`config.mk`:
```
export PLATFORM = sky130hd
export DESIGN_NAME = mux_arbiter
export DESIGN_NICKNAME = d
export VERILOG_FILES = /design/src/rtl/mux_arbiter.sv
export SDC_FILE = /design/constraint.sdc
export NUM_CORES = 1
export LEC_CHECK = 0
export ABC_AREA = 1
export CAP_MARGIN = 15
export CORE_MARGIN = 4
export CORE_UTILIZATION = 42
export DETAILED_ROUTE_END_ITERATION = 8
export GPL_ROUTABILITY_DRIVEN = 0
export PLACE_DENSITY_LB_ADDON = 0.12
export SETUP_SLACK_MARGIN = 0.3
export SLEW_MARGIN = 25
export SYNTH_ARGS = -nofsm -noshare
export SYNTH_HDL_FRONTEND = slang
export SYNTH_SLANG_ARGS = --single-unit
```
`constraint.sdc`:
```
create_clock -name clk -period 4.4 [get_ports clk]
set_clock_uncertainty 0.15 [all_clocks]
set_input_delay 0.66 -clock clk [delete_from_list [all_inputs] [get_ports clk]]
set_output_delay 0.66 -clock clk [all_outputs]
set_load 0.005 [all_outputs]
```
`src/rtl/mux_arbiter.sv`:
```
// Registered N-channel, W-bit multiplexer with valid/ready on every input and on the output.
// Selection is either a software-fixed channel or round-robin starting from a rotating pointer.
module mux_arbiter #(
    parameter int W = 16,
    parameter int N = 8,
    localparam int SW = $clog2(N)
) (
    input  logic              clk,
    input  logic              reset_n,
    input  logic              mode,
    input  logic [SW-1:0]     sel,
    input  logic [N*W-1:0]    indata,
    input  logic [N-1:0]      invalid,
    output logic [N-1:0]      inready,
    output logic [W-1:0]      outdata,
    output logic [SW-1:0]     outsrc,
    output logic              outvalid,
    input  logic              outready,
    output logic [15:0]       count
);

    logic [SW-1:0]   ptr;
    logic [SW-1:0]   cand;
    logic [SW-1:0]   off;
    logic [SW:0]     sum;
    logic            found;
    logic            load;
    logic            grant;
    logic [2*N-1:0]  dbl;
    logic [N-1:0]    rot;
    logic [W-1:0]    cand_data;

    // Rotating the request vector by ptr turns the wrap-around scan into a plain priority pick.
    assign dbl = {invalid, invalid} >> ptr;
    assign rot = dbl[N-1:0];

    // NOTE: every variable gets a default at the top of the block so no path can infer a latch.
    always_comb begin
        found = 1'b0;
        cand  = '0;
        off   = '0;
        sum   = '0;
        if (!mode) begin
            for (int i = 0; i < N; i++) begin
                if (sel == SW'(i) && invalid[i]) begin
                    found = 1'b1;
                    cand  = SW'(i);
                end
            end
        end else begin
            for (int i = N - 1; i >= 0; i--) begin
                if (rot[i]) begin
                    found = 1'b1;
                    off   = SW'(i);
                end
            end
            sum = {1'b0, ptr} + {1'b0, off};
            if (sum >= (SW+1)'(N)) begin
                sum = sum - (SW+1)'(N);
            end
            cand = sum[SW-1:0];
        end
    end

    assign load = !outvalid || outready;
    // NOTE: gating with reset_n keeps inready low while reset is held, even though the empty register looks loadable.
    assign grant = found && load && reset_n;

    always_comb begin
        inready   = '0;
        cand_data = '0;
        for (int i = 0; i < N; i++) begin
            inready[i] = grant && (cand == SW'(i));
            if (cand == SW'(i)) begin
                cand_data = indata[i*W +: W];
            end
        end
    end

    // NOTE: sequential state uses non-blocking assignments so all registers update from pre-edge values.
    always_ff @(posedge clk or negedge reset_n) begin
        if (!reset_n) begin
            outdata  <= '0;
            outsrc   <= '0;
            outvalid <= 1'b0;
            ptr      <= '0;
            count    <= '0;
        end else if (grant) begin
            outdata  <= cand_data;
            outsrc   <= cand;
            outvalid <= 1'b1;
            count    <= count + 16'd1;
            if (mode) begin
                ptr <= (cand == SW'(N - 1)) ? '0 : cand + SW'(1);
            end
        end else if (outvalid && outready) begin
            outvalid <= 1'b0;
        end
    end

endmodule

```
==> flow_metrics.tcl <==
set metrics [dict create \
    numCtsBuffers 5 \
    synthSimpleGateAreaFrac 0.446 \
    num-fill-cells 782 \
    holdWs_ps 301 \
    io_pins 187 \
    cts_tree "built" \
    grt_usage 0.247 \
    setup-violations-final 0 \
    chipWidth_um 107 \
    cts-root-buf "clkbuf_8" \
    dieArea_sq_um 11500 \
    via_count 5286 \
    critical_path.cell_chain "clkdlybuf4s15_2 -> nand2_2 -> nand3_2 -> nand3_2 -> nand2_2 -> a31oi_1 -> o21ai_1 -> nand2_1 -> a21boi_2 -> ha_2 -> fa_2 -> nor2_4 -> a31oi_4 -> buf_6 -> ha_4 -> buf_4 -> nand2_1 -> nor2_1 -> buf_2" \
    postCtsHoldBufs 0 \
    ant_nets 0 \
    placed_area_sq_um 6300 \
    synth_cells 717 \
    final_cell_area_sq_um 6850 \
    seqCellArea_sq_um 978 \
    rsz0062_at_grt "yes" \
    critical_path.max_fanout 3 \
    worstReg2RegStart "ptr[0]" \
    relSlewSlack 0.518 \
    final-hold-violation-count 0 \
    synth_warnings 0 \
    startpoint_type "input port" \
    drv_cap 0 \
    die_h_um 107 \
    synth-async-reset-ratio 1.00 \
    fmax_mhz 229 \
    crit_buf_inv 4 \
    first_pass_iters 5 \
    run_status "completed" \
    synth_edf_count 0 \
    yosysSeqAreaShare 0.237 \
    synth_most_common_cell "nand2_1" \
    end_kind "output pin" \
    synthTopCellsByArea "nand2_1 24%, dfrtp_1 24%, inv_1 11%" \
    overflow 0 \
    synth_top_area_frac 0.239 \
    slew_viol_final 0 \
    min-delay-path-class "input port to async pin" \
    avgViaCountPerCell 4.94 \
    crit_family "adder cells" \
    avgSynthCellArea_sq_um 5.76 \
    timing.final.crit_share 0.993 \
    yosys.area_share.adder 0.0291 \
    synthDistinctLibCells 32 \
    worst_pin_slew_ps 721 \
    drt-wirelength-per-cell_um 14.5 \
    period_needed_ps 4370 \
    io_buffers 186 \
    cpPeakStageDelay_ps 600 \
    finalNetCount 1092 \
    worst-setup-path-type "input port to output pin" \
    yosys.area.top_type "nand2_1" \
    hpwl_mm 11.6 \
    synth_top_family_by_area "simple AND/OR/NAND/NOR gates" \
    rows 35 \
    multiInputGateArea_sq_um 2810 \
    drt_iter0_drc 282 \
    n_antenna_cell 0 \
    slowest_stage "fa_2" \
    crit_start "invalid[3]" \
    grt_start_max_net_pins 40 \
    synth-xor-area-share 0.0318 \
    peakVddDrop_v 0.000422 \
    htreeDepth 2 \
    ys_ff_latch 39 \
    area.growth.synth_to_final_pct 66.0 \
    antenna_found_initial 0 \
    grt_pass1_vias 5028 \
    ys.flop_type "dfrtp_1" \
    initial_utilization 0.438 \
    synth_compound_area_frac 0.0979 \
    static-leakage-power_uw 0.00361 \
    yosys-top-cells-count "263 x nand2_1, 124 x inv_1, 69 x nand3_1" \
    synth_mux_area_frac 0 \
    worstPathArrival_ps 3560 \
    powerDensity_nw_per_um2 624 \
    drive_above_1_share 0.179 \
    crit_required_ps 3590 \
    clk_latency_ps 290 \
    cts.path.max_buffers 2 \
    core_area_sq_um 9420 \
    syn_nets 869 \
    drt-total-wl_mm 15.5 \
    drc 0 \
    cts.sinks 39 \
    grt_pass1_wl_mm 23.4 \
    synthesis.area_sq_um 4130 \
    clkTransAtPathRegs_ps 80 \
]
-- worst paths after layout --
path / endpoint / slack, ps / cells after the start
min in group clk: outdata[15] / 340 / 2
max in group asynchronous: ptr[0] / 3420 / 2
hold reg to reg: outdata[15] / 340 / 2
setup reg to reg: outdata[8] / 340 / 28
hold / removal: outdata[8] / 300 / 2
setup / recovery: inready[6] / 30 / 19
-- per-layer routing --
metal / vias to the layer above / wire, um / track usage
met4: 0 / 449 / 0.0584
met5: - / 0 / 0
met2: 233 / 7820 / 0.445
li1: 2646 / - / -
met3: 44 / 1170 / 0.0427
met1: 2363 / 6040 / 0.304
-- cell usage in the layout (no fill, tap or decap), types with 2 or more instances in the layout --
cell type,netlist,routed
a21oi_1,13,12
a22o_1,10,10
buf_2,7,13
buf_4,5,51
buf_6,3,6
clkbuf_8,0,6
clkdlybuf4s15_2,0,4
clkdlybuf4s50_1,0,169
dfrtp_1,39,37
dfrtp_2,0,2
ha_4,0,6
inv_1,124,120
inv_2,3,5
inv_4,2,3
nand2_1,263,255
nand2_2,10,10
nand2_4,1,9
nand3_1,69,51
nand3_2,0,16
nand3_4,0,2
nand4_1,20,20
nor2_1,59,54
nor2_2,4,6
nor2_4,3,6
o21a_1,3,3
o21ai_0,24,23
o21ai_2,9,9
xnor2_1,8,8
xor2_1,7,6
-- cells by family after synthesis --
family                     count (synthesis)
and+or+nand+nor                          432
xor gates and xnor gates                  15
buffers and inverters                    159
AOI/OAI and AO/OA                         63
DFF                                       39
adders and majority gates                  9
-- power breakdown --
part	switching [uW]	internal, uW	leakage (uW)
logic	1910	1470	0.00305
registers	99.0	483	0.000499
clock network	127	184	0.0000612
total	2130	2140	0.00361
-- final cells by class --
| type | instances | area share |
|---|---|---|
| Multi-Input combinational cell | 519 | 0.410 |
| Tap cell | 129 | 0.0236 |
| Timing Repair Buffer | 245 | 0.332 |
| Clock inverter | 2 | 0.00512 |
| Inverter | 129 | 0.0729 |
| Sequential cell | 39 | 0.143 |
| Timing Repair inverter | 1 | 0.00128 |
| Clock buffer | 6 | 0.0121 |
-- worst reg2reg max path: cells and delay by family (launching register included) --
| kind | cells | cell delay (ps) |
|---|---|---|
| DFF | 1 | 400 |
| buffers and inverters | 4 | 510 |
| AOI/OAI and AO/OA | 4 | 660 |
| adders and majority gates | 3 | 990 |
| and+or+nand+nor | 17 | 1310 |
-- registers in the layout, summed over array words and instances (netlist names) --
signal    count
outvalid      1
outsrc        3
count        16
outdata      16
ptr           3
-- repair_timing --
action,in CTS,in global routing
cloned,1,0
pin swaps,18,26
setup buffers,7,10
resized for setup,89,58
endpoints found under the setup margin,24,24
-- stage by stage --
stage	std cells	power, uW	worst slack (ps)	setup TNS, ps	util
5_1_grt	1070	4660	-51.6	-203	0.727
3_3_place_gp	1044	3360	-579	-4780	0.669
6_report	1070	4270	28.9	0	0.727
2_1_floorplan	717	2370	314	0	-
4_1_cts	1060	3880	244	0	0.700
3_5_place_dp	1044	3420	-686	-7640	0.669
No activity file was read; power rests on OpenSTA's default activity.
